<file path="src/rtl/muldiv_pkg.sv">
// Shared encodings for the HI/LO multiply/divide unit.
// Operation codes as presented on the op input, and the control FSM states.
package muldiv_pkg;

  localparam logic [1:0] OP_MULT  = 2'd0;
  localparam logic [1:0] OP_MULTU = 2'd1;
  localparam logic [1:0] OP_DIV   = 2'd2;
  localparam logic [1:0] OP_DIVU  = 2'd3;

  typedef enum logic [1:0] {
    ST_IDLE = 2'd0,
    ST_RUN  = 2'd1,
    ST_FIX  = 2'd2
  } state_t;

endpackage

</file>
<file path="src/rtl/muldiv_iter_core.sv">
// One-bit-per-cycle unsigned multiply (shift-add) / restoring divide datapath.
// Latency: WIDTH step cycles after load; last_o marks the final step.
// No backpressure: the controller issues load/step and reads hi_o/lo_o.
module muldiv_iter_core #(
  parameter int WIDTH = 32
) (
  input  logic             clk,
  input  logic             reset_n,
  input  logic             load_i,
  input  logic             step_i,
  input  logic             is_div_i,
  input  logic [WIDTH-1:0] a_i,
  input  logic [WIDTH-1:0] b_i,
  output logic [WIDTH-1:0] hi_o,
  output logic [WIDTH-1:0] lo_o,
  output logic             last_o
);

  localparam int CW = $clog2(WIDTH) + 1;

  // hi holds the product upper half (multiply) or the partial remainder (divide);
  // lo holds the multiplier being consumed LSB-first, or the dividend/quotient shift register.
  logic [WIDTH-1:0] hi_q, hi_d;
  logic [WIDTH-1:0] lo_q, lo_d;
  logic [WIDTH-1:0] b_q;
  logic [CW-1:0]    cnt_q;
  logic [WIDTH:0]   sum;
  logic [WIDTH:0]   shifted;
  logic [WIDTH:0]   diff;

  // Single iteration: conditional add-and-shift-right, or shift-left-and-trial-subtract.
  always_comb begin
    sum     = {1'b0, hi_q} + (lo_q[0] ? {1'b0, b_q} : '0);
    shifted = {hi_q, lo_q[WIDTH-1]};
    diff    = shifted - {1'b0, b_q};
    hi_d    = hi_q;
    lo_d    = lo_q;
    if (is_div_i) begin
      if (!diff[WIDTH]) begin
        hi_d = diff[WIDTH-1:0];
        lo_d = {lo_q[WIDTH-2:0], 1'b1};
      end else begin
        hi_d = shifted[WIDTH-1:0];
        lo_d = {lo_q[WIDTH-2:0], 1'b0};
      end
    end else begin
      hi_d = sum[WIDTH:1];
      lo_d = {sum[0], lo_q[WIDTH-1:1]};
    end
  end

  // Load operands on accept, then advance one iteration per step cycle.
  always_ff @(posedge clk) begin
    if (!reset_n) begin
      hi_q  <= '0;
      lo_q  <= '0;
      b_q   <= '0;
      cnt_q <= '0;
    end else if (load_i) begin
      hi_q  <= '0;
      lo_q  <= a_i;
      b_q   <= b_i;
      cnt_q <= '0;
    end else if (step_i) begin
      hi_q  <= hi_d;
      lo_q  <= lo_d;
      cnt_q <= cnt_q + 1'b1;
    end
  end

  assign hi_o   = hi_q;
  assign lo_o   = lo_q;
  assign last_o = (cnt_q == CW'(WIDTH - 1));

endmodule

</file>
<file path="src/rtl/muldiv_hilo.sv">
// HI/LO register pair with iterative MULT/MULTU/DIV/DIVU and direct HI/LO writes.
// Latency: result committed WIDTH+1 cycles after start is accepted; done pulses the cycle after.
// Backpressure: busy high while in flight; start and direct writes are dropped while busy.
module muldiv_hilo
  import muldiv_pkg::*;
#(
  parameter int WIDTH = 32
) (
  input  logic             clk,
  input  logic             reset_n,
  input  logic             start,
  input  logic [1:0]       op,
  input  logic [WIDTH-1:0] src_a,
  input  logic [WIDTH-1:0] src_b,
  input  logic             write_hi,
  input  logic             write_lo,
  input  logic [WIDTH-1:0] in_data_hi,
  input  logic [WIDTH-1:0] in_data_lo,
  output logic             busy,
  output logic             done,
  output logic [WIDTH-1:0] data_hi,
  output logic [WIDTH-1:0] data_lo
);

  state_t state_q, state_d;
  logic   accept;
  logic   done_q, done_d;

  logic             op_signed, op_div;
  logic [WIDTH-1:0] a_mag, b_mag;

  logic             is_div_q, is_signed_q, neg_a_q, neg_b_q, div0_q;
  logic [WIDTH-1:0] raw_a_q;

  logic [WIDTH-1:0]   hi_q, hi_d, lo_q, lo_d;
  logic [WIDTH-1:0]   core_hi, core_lo;
  logic               core_last;
  logic [2*WIDTH-1:0] prod, prod_fix;
  logic [WIDTH-1:0]   quo_fix, rem_fix;

  assign op_signed = (op == OP_MULT) || (op == OP_DIV);
  assign op_div    = (op == OP_DIV) || (op == OP_DIVU);
  assign a_mag     = (op_signed && src_a[WIDTH-1]) ? -src_a : src_a;
  assign b_mag     = (op_signed && src_b[WIDTH-1]) ? -src_b : src_b;

  // Control FSM next state; done is raised for the cycle after the FIX commit.
  always_comb begin
    state_d = state_q;
    accept  = 1'b0;
    done_d  = 1'b0;
    case (state_q)
      ST_IDLE: begin
        if (start) begin
          accept  = 1'b1;
          state_d = ST_RUN;
        end
      end
      ST_RUN: begin
        if (core_last) state_d = ST_FIX;
      end
      ST_FIX: begin
        state_d = ST_IDLE;
        done_d  = 1'b1;
      end
      default: state_d = ST_IDLE;
    endcase
  end

  // FSM state and done pulse registers; reset aborts any operation without a done.
  always_ff @(posedge clk) begin
    if (!reset_n) begin
      state_q <= ST_IDLE;
      done_q  <= 1'b0;
    end else begin
      state_q <= state_d;
      done_q  <= done_d;
    end
  end

  // Capture what the FIX step needs: op class, operand signs, divide-by-zero, raw dividend.
  always_ff @(posedge clk) begin
    if (!reset_n) begin
      is_div_q    <= 1'b0;
      is_signed_q <= 1'b0;
      neg_a_q     <= 1'b0;
      neg_b_q     <= 1'b0;
      div0_q      <= 1'b0;
      raw_a_q     <= '0;
    end else if (accept) begin
      is_div_q    <= op_div;
      is_signed_q <= op_signed;
      neg_a_q     <= src_a[WIDTH-1];
      neg_b_q     <= src_b[WIDTH-1];
      div0_q      <= op_div && (src_b == '0);
      raw_a_q     <= src_a;
    end
  end

  muldiv_iter_core #(.WIDTH(WIDTH)) u_core (
    .clk      (clk),
    .reset_n  (reset_n),
    .load_i   (accept),
    .step_i   (state_q == ST_RUN),
    .is_div_i (is_div_q),
    .a_i      (a_mag),
    .b_i      (b_mag),
    .hi_o     (core_hi),
    .lo_o     (core_lo),
    .last_o   (core_last)
  );

  // Sign correction of the magnitude result; remainder follows the dividend sign.
  always_comb begin
    prod     = {core_hi, core_lo};
    prod_fix = (is_signed_q && (neg_a_q ^ neg_b_q)) ? -prod : prod;
    quo_fix  = (is_signed_q && (neg_a_q ^ neg_b_q)) ? -core_lo : core_lo;
    rem_fix  = (is_signed_q && neg_a_q) ? -core_hi : core_hi;
  end

  // HI/LO next value: commit at FIX, direct writes only while idle.
  always_comb begin
    hi_d = hi_q;
    lo_d = lo_q;
    if (state_q == ST_FIX) begin
      if (div0_q) begin
        hi_d = raw_a_q;
        lo_d = '1;
      end else if (is_div_q) begin
        hi_d = rem_fix;
        lo_d = quo_fix;
      end else begin
        hi_d = prod_fix[2*WIDTH-1:WIDTH];
        lo_d = prod_fix[WIDTH-1:0];
      end
    end else if (state_q == ST_IDLE) begin
      if (write_hi) hi_d = in_data_hi;
      if (write_lo) lo_d = in_data_lo;
    end
  end

  // HI/LO storage.
  always_ff @(posedge clk) begin
    if (!reset_n) begin
      hi_q <= '0;
      lo_q <= '0;
    end else begin
      hi_q <= hi_d;
      lo_q <= lo_d;
    end
  end

  assign busy    = (state_q != ST_IDLE);
  assign done    = done_q;
  assign data_hi = hi_q;
  assign data_lo = lo_q;

endmodule

</file>
<file path="config.mk">
export PLATFORM = sky130hd
export DESIGN_NAME = muldiv_hilo
export DESIGN_NICKNAME = d
export VERILOG_FILES = /design/src/rtl/muldiv_pkg.sv /design/src/rtl/muldiv_iter_core.sv /design/src/rtl/muldiv_hilo.sv
export SDC_FILE = /design/constraint.sdc
export NUM_CORES = 1
export LEC_CHECK = 0
export ABC_AREA = 1
export BUFFER_PORTS_ARGS = -buffer_cell sky130_fd_sc_hd__buf_2
export CORE_AREA = 2 2 207 209
export DETAILED_ROUTE_END_ITERATION = 8
export DIE_AREA = 0 0 209 211
export HOLD_SLACK_MARGIN = 0.05
export PLACE_DENSITY = 0.77
export SETUP_SLACK_MARGIN = 0.02
export SLEW_MARGIN = 20
export SYNTH_ARGS = -nofsm -noshare
export SYNTH_HDL_FRONTEND = slang
export SYNTH_HIERARCHICAL = 1
export SYNTH_SLANG_ARGS = --single-unit
</file>
<file path="constraint.sdc">
create_clock -name clk -period 2.2 [get_ports clk]
set_input_delay 0.55 -clock clk [delete_from_list [all_inputs] [get_ports clk]]
set_output_delay 0.55 -clock clk [all_outputs]
set_load 0.03 [all_outputs]
</file>
# Word-level counts from Yosys, hierarchy flattened
# Cells that the tools add are included.
[totals]
reg_bits = 206
in_bits = 135
output_inout_bits = 66
elab_cells = 78
[op_classes]
n_addsub = 8
n_eq_ne = 7
n_mux = 28
n_bitwise = 2
n_reduce_logical = 19
[ops]
columns = ["op", "n"]
rows = [
  ["$mux 32", 20],
  ["$neg 32->32", 4],
  ["$mux 64", 1],
  ["$neg 64->64", 1],
  ["$add 32x33->33", 1],
  ["$sub 33x32->33", 1],
  ["$logic_not 32->1", 1],
  ["$reduce_bool 2->1", 5],
  ["$add 6x1->6 const B", 1],
  ["$eq 2x2->1 const B", 3],
  ["$eq 6x5->1 const B", 1],
  ["$reduce_and 2->1", 3],
  ["$logic_and 1x1->1", 5],
  ["$logic_not 2->1", 2],
  ["$mux 1", 4],
  ["$mux 2", 2],
  ["$ne 2x2->1 const B", 2],
  ["$pmux 2 s2", 1],
  ["$eq 2x1->1 const B", 1],
  ["$logic_or 1x1->1", 2],
  ["$reduce_or 2->1", 1],
  ["$not 1->1", 1],
  ["$xor 1x1->1", 1],
]

# Longest topological paths before layout
[logic_depth]
depth_word = 6
mapped_depth = 19
depth_no_buf = 18

# By module
# Netlist, hierarchy kept.
[modules_own_cells]
columns = ["mod", "n_inst", "cells_each", "area_each_um2", "seq_area_each_um2"]
rows = [
  ["muldiv_iter_core", 1, 1835, 10117.2, 2042.0],
  ["muldiv_hilo", 1, 1423, 8514.4, 2062.0],
]

# Worst setup path after synthesis
# Ideal clock, no wire load.
[synth_path]
kind = "register to register"
start = "register u_core.lo_q[0] (netlist: u_core/lo_o[0])"
end = "register u_core.hi_q[27] (netlist: u_core/hi_o[27])"
setup_ns = 0.119
arrival_ns = 2.270
setup_slack_ns = -0.190
path_stages_with_launch = 16
n_path_buf = 2
path_cell_list = "dfxtp_1 clkbuf_1 clkbuf_1 nand2_1 inv_1 ha_1 fa_1 nand2_1 o21ai_1 nand3_1 nand3_1 nand2_1 a21oi_1 nor2_1 nor2_1 a21oi_1"
[synth_via]
elab_chain_len = 3
[synth_rtl]
columns = ["element", "line", "rtl"]
rows = [
  ["from (decl)", "muldiv_iter_core.sv:24", "logic [WIDTH-1:0] lo_q, lo_d;"],
  ["from (signal assigned)", "muldiv_iter_core.sv:61", "lo_q <= a_i;"],
  ["from (signal assigned)", "muldiv_iter_core.sv:66", "lo_q <= lo_d;"],
  ["$mux 32", "muldiv_iter_core.sv:33", "sum = {1'b0, hi_q} + (lo_q[0] ? {1'b0, b_q} : '0);"],
  ["$add 32x33->33", "muldiv_iter_core.sv:33", ""],
  ["$mux 32", "muldiv_iter_core.sv:38", "if (is_div_i) begin"],
  ["to (signal assigned)", "muldiv_iter_core.sv:65", "hi_q <= hi_d;"],
  ["to (decl)", "muldiv_iter_core.sv:23", "logic [WIDTH-1:0] hi_q, hi_d;"],
]
# No other way between the ends.
# A chain may end at the register's enable or synchronous reset.

# Worst setup path in the final report
[layout_path]
start = "register u_core.lo_q[0] (netlist: u_core/lo_o[0])"
end = "register u_core.hi_q[8] (netlist: u_core/hi_o[8])"
# Same word-level chain as after synthesis.

==> results.sh <==
export IMPL_drive_gt1_frac=0.293
export IMPL_fp_dieH_um=211
export IMPL_cp_max_fo=6
export IMPL_p_clk_frac=0.291
export IMPL_min_period_ns=2.39
export IMPL_synth_warnings=6
export IMPL_arrival_ns=2.87
export IMPL_crit_path_start="u_core/lo_o[0]$_SDFFE_PN0P_"
export IMPL_postSynthNetCount=3464
export IMPL_holdCritPathClass="input pin to register"
export IMPL_grt_pass1_vias=21100
export IMPL_drc=0
export IMPL_grt_max_degree=70
export IMPL_synthFlopType="dfxtp_1"
export IMPL_leakage_uw=0.0132
export IMPL_fill_cells=3874
export IMPL_rows=75
export IMPL_seqPwrFrac=0.278
export IMPL_dr_total_vias=23900
export IMPL_crit_path_max_incr_delay_ns=0.44
export IMPL_antenna_found_initial=2
export IMPL_seq_area_frac_synth=0.220
export IMPL_gp_congestion=1.03
export IMPL_cp_top_family="buffers and inverters"
export IMPL_status="finished with violations"
export IMPL_clkTransAtPathRegs_ns=0.06
export IMPL_overflow=0
export IMPL_ys_ff_latch=205
export IMPL_cts_tree="done"
export IMPL_gr_usage_all_layers=0.326
export IMPL_start_util=0.446
export IMPL_final_cell_mix="nand2_1 (833), inv_1 (472), buf_4 (392), a21oi_1 (269), nor2_1 (222)"
export IMPL_required_ns=2.68
export IMPL_ys_async_sr_fraction=0
export IMPL_avgSynthCellArea_sq_um=5.72
export IMPL_postLayoutCellArea_sq_um=25900
export IMPL_io_pins=201
export IMPL_cts_buffer_depth=3
export IMPL_fin_tns_setup_ns=-5.64
export IMPL_core_sq_um=41800
export IMPL_end_kind="register"
export IMPL_worstReg2RegStart="u_core/lo_o[0]$_SDFFE_PN0P_"
export IMPL_min_delay_start="in_data_hi[23]"
export IMPL_hold_violations=0
export IMPL_cts_sinks=205
export IMPL_netlist_area_sq_um=18600
export IMPL_fin_ws_ns=-0.195
export IMPL_antenna_left=0
export IMPL_synth_cell_types=51
export IMPL_final_common_cell="nand2_1"
export IMPL_fin_crit_sh=1.09
export IMPL_irDropWorstVdd_mv=0.553
export IMPL_dp_hpwl_um=58700
export IMPL_nets=3992
export IMPL_drt_first_pass_iters=8
export IMPL_violations="negative setup slack"
export IMPL_placedInstanceArea_sq_um=23000
export IMPL_synth_edff_count=0
export IMPL_fin_skew_ns=0.0127
export IMPL_io_buffer_count=200
export IMPL_slew_limit_headroom=0.370
export IMPL_drtIter0Drc=2595
export IMPL_clock_tree_root_cell="clkbuf_16"
export IMPL_numCtsBuffers=24
export IMPL_die_area_sq_um=44100
export IMPL_syn_to_final_growth_pct=38.8
export IMPL_p_comb_frac=0.431
export IMPL_die_w_um=209
export IMPL_cts_max_level=1
export IMPL_fmax_ghz=0.418
export IMPL_worst_pin_slew_ns=0.944
export IMPL_p_int_uw=9260
export IMPL_grt_pass1_wl_um=114000
export IMPL_power_share_switching=0.396
export IMPL_crit_chain="buf_12 > nand2_1 > inv_1 > ha_4 > nand2_1 > nand2_1 > inv_2 > buf_4 > nand4_1 > buf_4 > a21oi_1 > o21ai_1 > nand2_1 > inv_1 > a21oi_1"
export IMPL_wl_per_cell_um=17.9
export IMPL_ctsHoldBuffers=0
export IMPL_vias_per_cell=5.49
export IMPL_power_density_nw_per_um2=592
export IMPL_route_final_wire_length_um=77700
export IMPL_slowest_stage="dfxtp_4"
export IMPL_clock_latency_ns=0.55
export IMPL_cp_start_kind="register"
export IMPL_path_buf_inv=6
export IMPL_finalMaxSlewViolations=0
export IMPL_critical_path_most_common_cell="nand2_1"
export IMPL_syn_inst=3258
export IMPL_path_class="register to register"
export IMPL_rsz0062_at_grt="true"
export IMPL_max_cap_violations=0
export IMPL_p_sw_uw=6060
export IMPL_setup_violations=44
==> final timing paths <==
check,slack (ns),cells past startpoint,to
max reg2reg,-0.19,15,u_core/hi_o[8]$_SDFFE_PP0P_
min,0.30,3,data_hi[23]$_SDFFE_PN0P_
max,-0.19,15,u_core/hi_o[8]$_SDFFE_PP0P_
min reg2reg,0.46,2,raw_a_q[4]$_SDFFE_PN0P_
==> worst register-to-register path, cell delays in order (launching register included) <==
cell	delay, ns
dfxtp_4	0.44
buf_12	0.16
nand2_1	0.07
inv_1	0.11
ha_4	0.26
nand2_1	0.09
nand2_1	0.10
inv_2	0.10
buf_4	0.11
nand4_1	0.18
buf_4	0.21
a21oi_1	0.15
o21ai_1	0.09
nand2_1	0.07
inv_1	0.05
a21oi_1	0.12
==> registers in the layout, indices dropped and copies added, names as in the netlist <==
| name | cells |
|---|---|
| state_q | 2 |
| data_lo | 32 |
| div0_q | 1 |
| done | 1 |
| neg_a_q | 1 |
| u_core/hi_o | 32 |
| neg_b_q | 1 |
| is_signed_q | 1 |
| data_hi | 32 |
| u_core/b_q | 32 |
| is_div_q | 1 |
| u_core/lo_o | 32 |
| u_core/cnt_q | 6 |
| raw_a_q | 31 |
==> metrics by stage <==
step | utilization | hold WS (ns) | total power, uW | cells | worst slack (ns)
2_1_floorplan | - | 0.430 | 7650 | 3258 | 0.0208
3_3_place_gp | 0.550 | 0.438 | 9970 | 4277 | -0.163
3_5_place_dp | 0.550 | 0.444 | 10000 | 4277 | -0.241
4_1_cts | 0.585 | 0.290 | 14700 | 4325 | -0.0785
5_1_grt | 0.619 | 0.309 | 16000 | 4342 | -0.298
6_report | 0.619 | 0.299 | 15300 | 4344 | -0.195
==> per-layer routing <==
metal / wire length, um / part of all wire / up-vias / global-route usage
li1: - / - / 11500 / -
met1: 31300 / 0.40 / 10800 / 0.430
met2: 33600 / 0.43 / 1334 / 0.518
met3: 8660 / 0.11 / 270 / 0.0671
met4: 4180 / 0.054 / 0 / 0.135
met5: 0 / 0 / - / 0
==> cells by family (layout without fill, tap and decap cells) <==
| kind of cell | Yosys count | after routing | synth area share |
|---|---|---|---|
| other | 0 | 2 | 0 |
| buffers and inverters | 635 | 1180 | 0.132 |
| adders and majority gates | 71 | 71 | 0.0485 |
| DFF | 205 | 205 | 0.220 |
| xor gates and xnor gates | 89 | 89 | 0.0418 |
| and+or+nand+nor | 1549 | 1549 | 0.350 |
| AOI/OAI and AO/OA | 709 | 709 | 0.208 |
==> final cells by class <==
type | count | area [sq um] | area share
multi-input cells | 2418 | 13900 | 0.536
repair buffers | 619 | 4390 | 0.170
flip-flops and latches | 205 | 4130 | 0.160
inverters | 518 | 1950 | 0.0753
well taps | 539 | 674 | 0.0261
clock buffers | 30 | 664 | 0.0257
clock inverters | 13 | 198 | 0.00764
diodes | 2 | 5.00 | 0.000193
==> power by group through the flow <==
stage / sequential [uW] / clock, uW / combinational (uW)
after floorplan: 4440 / 0 / 3210
after global placement: 4290 / 0 / 5680
after detailed placement: 4290 / 0 / 5720
after CTS: 4230 / 4480 / 5960
after global routing: 4270 / 4610 / 7140
final: 4250 / 4460 / 6610
==> synthesized netlist by cell type (all sizes together) (7+ instances only) <==
cell | number | share of area
nand3b | 15 | 0.0060
a21oi | 323 | 0.090
o21ai | 280 | 0.078
o221ai | 8 | 0.0038
clkbuf | 96 | 0.019
o211ai | 11 | 0.0044
o21bai | 7 | 0.0028
ha | 69 | 0.046
o22ai | 9 | 0.0030
or2 | 7 | 0.0024
o21a | 27 | 0.011
buf | 21 | 0.0079
nor2 | 298 | 0.064
nor3 | 40 | 0.012
inv | 514 | 0.10
xor2 | 53 | 0.025
xnor2 | 36 | 0.017
nand3 | 189 | 0.052
a31oi | 36 | 0.012
nand2 | 952 | 0.20
dfxtp | 205 | 0.22
nand4 | 35 | 0.012
==> what timing repair did <==
item | CTS | global route
buffers inserted | 5 | 15
pin swaps | 26 | 51
resized for setup | 128 | 322
cloned | 0 | 3
setup endpoints to repair | 48 | 67
(Power assumes the default switching activity.)
